<file path="config.mk">
export PLATFORM = sky130hd
export DESIGN_NAME = lsu_ctrl
export DESIGN_NICKNAME = d
export VERILOG_FILES = /design/src/rtl/lsu_ctrl.sv
export SDC_FILE = /design/constraint.sdc
export NUM_CORES = 1
export LEC_CHECK = 0
export ABC_CLOCK_PERIOD_IN_PS = 10200
export CORE_MARGIN = 5
export CORE_UTILIZATION = 58
export DETAILED_ROUTE_END_ITERATION = 12
export DONT_BUFFER_PORTS = 1
export HOLD_SLACK_MARGIN = 0.02
export PLACE_DENSITY = 0.74
export RECOVER_POWER = 100
export SKIP_LAST_GASP = 1
export SLEW_MARGIN = 5
export SYNTH_ARGS = -nofsm -noshare
export SYNTH_HDL_FRONTEND = slang
export SYNTH_SLANG_ARGS = --single-unit
</file>
<file path="constraint.sdc">
create_clock -name clk -period 10.2 [get_ports clk]
set_input_delay 0.51 -clock clk [delete_from_list [all_inputs] [get_ports clk]]
set_output_delay 0.51 -clock clk [all_outputs]
set_load 0.01 [all_outputs]
</file>
<file path="src/rtl/lsu_ctrl.sv">
// Load/store control unit: one request per handshake, address/alignment/range checks, one-cycle memory access, extended load response.
// Define LSU_MISALIGN_TRAP_EN to turn misaligned effective addresses into exception 01 instead of letting them reach memory.
module lsu_ctrl #(
    parameter int ADDR_W = 12
) (
    input  logic              clk,
    input  logic              rst,
    input  logic              req_valid,
    output logic              req_ready,
    input  logic              req_we,
    input  logic [2:0]        req_funct3,
    input  logic [63:0]       req_base,
    input  logic [11:0]       req_imm,
    input  logic [63:0]       req_wdata,
    input  logic [4:0]        req_rd,
    output logic              resp_valid,
    input  logic              resp_ready,
    output logic [63:0]       resp_data,
    output logic [4:0]        resp_rd,
    output logic [1:0]        resp_exc,
    output logic [63:0]       resp_badaddr,
    output logic [ADDR_W-1:0] mem_addr,
    output logic [63:0]       mem_dataw,
    output logic [1:0]        mem_word,
    output logic              mem_rw,
    input  logic [63:0]       mem_datar
);

    typedef enum logic [1:0] {IDLE, ACCESS, RESP} state_t;

    state_t state, state_nxt;

    logic signed [63:0] imm_sx_p0;
    logic [63:0]        ea_p0;

    logic        we_p1;
    logic [2:0]  f3_p1;
    logic [63:0] ea_p1;
    logic [63:0] wdata_p1;
    logic [4:0]  rd_p1;

    logic [3:0]        size_p1;
    logic [ADDR_W:0]   last_byte_p1;
    logic              illegal_p1;
    logic              misal_p1;
    logic              fault_p1;
    logic [1:0]        exc_p1;

    function automatic logic [63:0] load_ext(input logic [63:0] raw, input logic [2:0] f3);
        logic sx;
        sx = ~f3[2];
        case (f3[1:0])
            2'b00:   return {{56{sx & raw[7]}},  raw[7:0]};
            2'b01:   return {{48{sx & raw[15]}}, raw[15:0]};
            2'b10:   return {{32{sx & raw[31]}}, raw[31:0]};
            default: return raw;
        endcase
    endfunction

    // ---- p0: request accept, effective address
    assign imm_sx_p0 = 64'(signed'(req_imm));
    assign ea_p0     = req_base + imm_sx_p0;

    always_ff @(posedge clk) begin
        if (state == IDLE && req_valid) begin
            we_p1    <= req_we;
            f3_p1    <= req_funct3;
            ea_p1    <= ea_p0;
            wdata_p1 <= req_wdata;
            rd_p1    <= req_rd;
        end
    end

    // ---- p1: classification and memory access
    assign size_p1      = 4'd1 << f3_p1[1:0];
    assign last_byte_p1 = {1'b0, ea_p1[ADDR_W-1:0]} + (ADDR_W+1)'(size_p1) - (ADDR_W+1)'(1);
    assign illegal_p1   = we_p1 ? f3_p1[2] : (&f3_p1);
    assign fault_p1     = (|ea_p1[63:ADDR_W]) | last_byte_p1[ADDR_W];

`ifdef LSU_MISALIGN_TRAP_EN
    logic [2:0] align_mask_p1;
    assign align_mask_p1 = 3'(size_p1 - 4'd1);
    assign misal_p1      = |(ea_p1[2:0] & align_mask_p1);
`else
    assign misal_p1 = 1'b0;
`endif

    always_comb begin
        exc_p1 = 2'b00;
        if (illegal_p1)    exc_p1 = 2'b11;
        else if (misal_p1) exc_p1 = 2'b01;
        else if (fault_p1) exc_p1 = 2'b10;
    end

    always_ff @(posedge clk or posedge rst) begin
        if (rst) state <= IDLE;
        else     state <= state_nxt;
    end

    // Memory port is driven only while a legal access is in flight, so reset clears it at once.
    always_comb begin
        state_nxt = state;
        req_ready = 1'b0;
        mem_addr  = '0;
        mem_dataw = '0;
        mem_word  = 2'b00;
        mem_rw    = 1'b0;
        case (state)
            IDLE: begin
                req_ready = 1'b1;
                if (req_valid) state_nxt = ACCESS;
            end
            ACCESS: begin
                state_nxt = RESP;
                if (exc_p1 == 2'b00) begin
                    mem_addr  = ea_p1[ADDR_W-1:0];
                    mem_dataw = wdata_p1;
                    mem_word  = f3_p1[1:0];
                    mem_rw    = we_p1;
                end
            end
            RESP: begin
                if (resp_ready) state_nxt = IDLE;
            end
            default: state_nxt = IDLE;
        endcase
    end

    // ---- p2: response hold
    assign resp_valid = (state == RESP);

    always_ff @(posedge clk or posedge rst) begin
        if (rst) begin
            resp_data    <= '0;
            resp_rd      <= '0;
            resp_exc     <= 2'b00;
            resp_badaddr <= '0;
        end else if (state == ACCESS) begin
            resp_rd  <= rd_p1;
            resp_exc <= exc_p1;
            if (exc_p1 != 2'b00) begin
                resp_data    <= '0;
                resp_badaddr <= ea_p1;
            end else begin
                resp_data    <= we_p1 ? 64'd0 : load_ext(mem_datar, f3_p1);
                resp_badaddr <= '0;
            end
        end
    end

endmodule
</file>
---- Word-level counts from Yosys, hierarchy flattened ----
Cells that the tools add are included.
Widths: inputs -> output; s select.
word-level totals
  output and inout port bits .............. 216
  bits of input ports ..................... 217
  register bits ........................... 274
cells by class
  $add $sub $neg .......................... 3
  mux-type cells .......................... 19
  reductions and logical operators ........ 8
  equal/unequal tests ..................... 6
  bitwise logic cells ..................... 5
  shift-type cells ........................ 1
operator list
  cell                   number
  $mux 64                5
  $pmux 64 s3            1
  $add 64x64->64         1
  $reduce_or 52->1       1
  $mux 12                2
  $add 12x4->13          1
  $sub 13x1->13 const B  1
  $mux 2                 6
  $logic_not 2->1        3
  $pmux 2 s3             1
  $eq 2x1->1 const B     2
  $eq 2x2->1 const B     2
  $mux 1                 4
  $shl 1x2->4 const A    1
  $and 1x1->1            3
  $reduce_and 3->1       1
  $ne 2x1->1 const B     1
  $ne 2x2->1 const B     1
  $reduce_and 2->1       1
  $reduce_bool 2->1      1
  $logic_and 1x1->1      1
  $not 1->1              1
  $or 1x1->1             1

---- Depth between registers and ports, before layout ----
  word-level depth ........................ 9
  gate-level depth with buffers ........... 17

---- Worst setup path before layout ----
Ideal clock, no wire load.
  path kind ............................... reg2reg
  from .................................... register state[0]
  to ...................................... register ea_p1[0], enable pin
  setup time .............................. 0.512 ns
  period minus slack after synthesis ...... 4.324 ns
  stages on the path, launching flop included .. 3
  buffers on the path ..................... 0
  arrival time ............................ 3.812 ns
  path slack .............................. 5.876 ns
  path through ............................ dfrtp_1 > nor2_1 > and2_1
on the way
  word-level cells in the longest chain between the ends .. 2
ends and longest elaborated chain
  item                    RTL line  source
  start, declared         31        state_t state, state_nxt;
  start signal, assigned  97        else state <= state_nxt;
  $logic_not 2->1         65        if (state == IDLE && req_valid) begin
  $logic_and 1x1->1       65
  end signal, assigned    68        ea_p1 <= ea_p0;
  end, declared           38        logic [63:0] ea_p1;
No other way between the ends.
A chain may end at the register's enable or synchronous reset.

==> summary.md <==
| Metric | Value |
|---|---|
| DR vias/cell | 6.40 |
| HP Class | input pin to flip-flop |
| Post-Route WL | ~43000 um |
| Max_cap viols | 5 |
| Area Overhead vs Synth | 7.27% |
| Place WS | approximately 5.8 ns |
| WS Path Type | input pin to asynchronous set/reset pin |
| Reg area | around 7500 um2 |
| Mapped Nets | ~1700 |
| Failing checks | max-capacitance violations, max-slew violations |
| Ports | roughly 430 |
| Die Ht | about 170 um |
| WL/cell | 24.8 um |
| Row cnt | 57 |
| Final setup fails | 0 |
| Final hold violations | 0 |
| Mapped cell area | 14400 um2 |
| Tot GR Track Use | 0.293 |
| DRT iter0 DRCs | between 1000 and 1500 |
| Sequential share of the synthesized area | 0.525 |
| Final Net Count | approximately 1700 |
| Synth area leader | edfxtp_1 |
| Max-slew headroom | -1.88 |
| Starting density of the core | 0.589 |
| Clk Latency, worst-skew pair | around 0.54 ns |
| DIE WIDTH | 167 um |
| Fmax | 166 MHz |
| Setup ws final | roughly 4.2 ns |
| Least-Margin Pin Slew | between 4 and 5 ns |
| Vias | 11138 |
| Layout Skew | between 0.02 and 0.025 ns |
| Setup bufs post-CTS | 0 |
| Worst setup EP type | asynchronous set/reset pin |
| Drt pass-1 iters | 6 |
| GPL Wtd Cong | around 0.95 |
| Area of the multi-input gates | roughly 6300 um2 |
| Critical Path RT | around 9.9 ns |
| Initial antenna violation count | 1 |
| RSZ-0062 raised after global routing | false |
| Power per cell area | approximately 240 nW/um2 |
| Port Buffer Count | 0 |
| Min Tclk post-route | about 6.0 ns |
| Synth top area cells | edfxtp_1, dfrtp_1, nand2_1 |
| Die area | approximately 28000 um2 |
| Peak VDD IR | about 150 uV |
| Placed cell areas | approximately 15000 um2 |
| EDFF count, synth | roughly 140 |
| Critical path launch point type | input pin |
| Total chip power | 3650 uW |
| Static Leak | between 0.006 and 0.007 uW |
| CTS tree | built |
| Cell count after synthesis | ~1400 |
| Residual DRC | 0 |
| Tcrit/Tclk final | 0.591 |
| Setup_tns | 0 ns |
| Final-report max-slew violation count | about 340 |
| Most frequent cell after synthesis | nand2_1 |
| Ys Warns | 0 |
| Critical Path AT | between 5 and 6 ns |
| Core area | 24400 um2 |
| Status | finished with violations |
| Synth Flop Type | edfxtp_1 |
| Vias in the first global route | roughly 11000 |
| Fillers | about 2000 |
| Fin area | roughly 15000 um2 |
| DRT antenna net count | 0 |
| Cell types with the highest counts after synthesis | nand2_1, dfrtp_1, edfxtp_1 |
| Synth unique cells | 67 |
| Root Driver | clkbuf_16 |
| Sink Count | between 200 and 300 |
| FF+latch count, synth | 274 |
| Crit Path Max Fanout | 75 |
| Yosys top cell area share | 0.286 |
| Largest net degree at the start of global routing | 85 |
| Mean Syn Cell Area | 10.1 um2 |
| Clk slew on worst S/H paths | around 0.06 ns |
| First-pass GRT wire length | ~65000 um |
| Asr flop ratio synth | 0.500 |
| Post-detailed-placement half-perimeter wirelength | approximately 33000 um |
| CTS max path bufs | 3 |
| Share of layout cells above drive strength 1 | 0.0467 |
| Num CTS Buffers | 29 |
| Grt total ovfl | 0 |
| H-tree Lvls | 1 |
## critical path, cell delays in order
cell and delay [ns]:
dlygate4sd3_1 0.55, clkinvlp_2 1.66, clkbuf_1 2.90
## sequential cells by signal, summed over array words and instances, names as in the netlist
name and count:
ea_p1 64, f3_p1 3, rd_p1 5, resp_badaddr 64, resp_data 64, resp_exc 2, resp_rd 5, state 2
wdata_p1 64, we_p1 1
## layer usage
layer  routed length, um  vias to the layer above  part of all wire  track usage
met2               20700                      585              0.48        0.486
met1               17000                     5381              0.39        0.385
met5                   0                        -                 0            0
met3                3560                      106             0.082       0.0611
li1                    -                     5066                 -            -
met4                1900                        0             0.044        0.106
## worst paths after layout
| path | start | to | slack (ns) | depth (start not counted) |
|---|---|---|---|---|
| setup reg to reg | state[1] | ea_p1[33] | 4.73 | 3 |
| min in group asynchronous | rst | resp_data[52] | 1.26 | 2 |
| hold / removal | req_wdata[18] | wdata_p1[18] | 0.06 | 0 |
| setup / recovery | rst | resp_data[0] | 4.17 | 3 |
| hold reg to reg | rd_p1[4] | resp_rd[4] | 0.45 | 2 |
| max in group clk | f3_p1[1] | mem_dataw[46] | 4.57 | 13 |
## timing repair
| item | 4_1_cts | 5_1_grt |
|---|---|---|
| hold endpoints to repair | 62 | 0 |
| hold buffers | 1 | 0 |
| endpoints found under the setup margin | 0 | 0 |
| gates resized for setup | 0 | 0 |
## metrics by stage
step	hold slack, ns	std cells	util
after floorplan	0.415	1430	-
after global placement	0.418	1682	0.597
after detailed placement	0.432	1682	0.597
after CTS	0.0404	1737	0.636
after global routing	0.0281	1738	0.632
final	0.0556	1739	0.632
## where the power goes
part | switching [uW] | internal [uW]
clock | 432 | 613
sequential | 281 | 1490
combinational | 577 | 261
## final cells by class
| type | count | share of cell area |
|---|---|---|
| clock buffers | 37 | 0.0503 |
| clock inverters | 17 | 0.0109 |
| multi-input cells | 1045 | 0.412 |
| diodes | 2 | 0.000325 |
| well taps | 324 | 0.0263 |
| repair buffers | 7 | 0.00308 |
| inverters | 33 | 0.00811 |
| flip-flops and latches | 274 | 0.489 |
## cell usage in the layout (no fill, tap or decap), types with 32 or more instances in the layout
cell      netlist  final
a21o_1         36     36
xnor2_1        38     37
edfxtp_1      137    137
nand2_1       284    285
o21ai_0        96     97
ha_1           76     76
nor2_1         88     88
a21oi_1       111    111
nor3b_1        70     70
inv_1          33     32
dfrtp_1       137    137
## logic make-up after synthesis
logic type / count (synthesis) / share of synthesized area
simple gates: 553 / 0.184
compound gates: 349 / 0.152
flops: 274 / 0.525
buf+inv: 111 / 0.0306
fa+ha+maj: 77 / 0.0675
xor+xnor: 61 / 0.0372
mux: 5 / 0.00366
No activity file was read; power rests on OpenSTA's default activity.
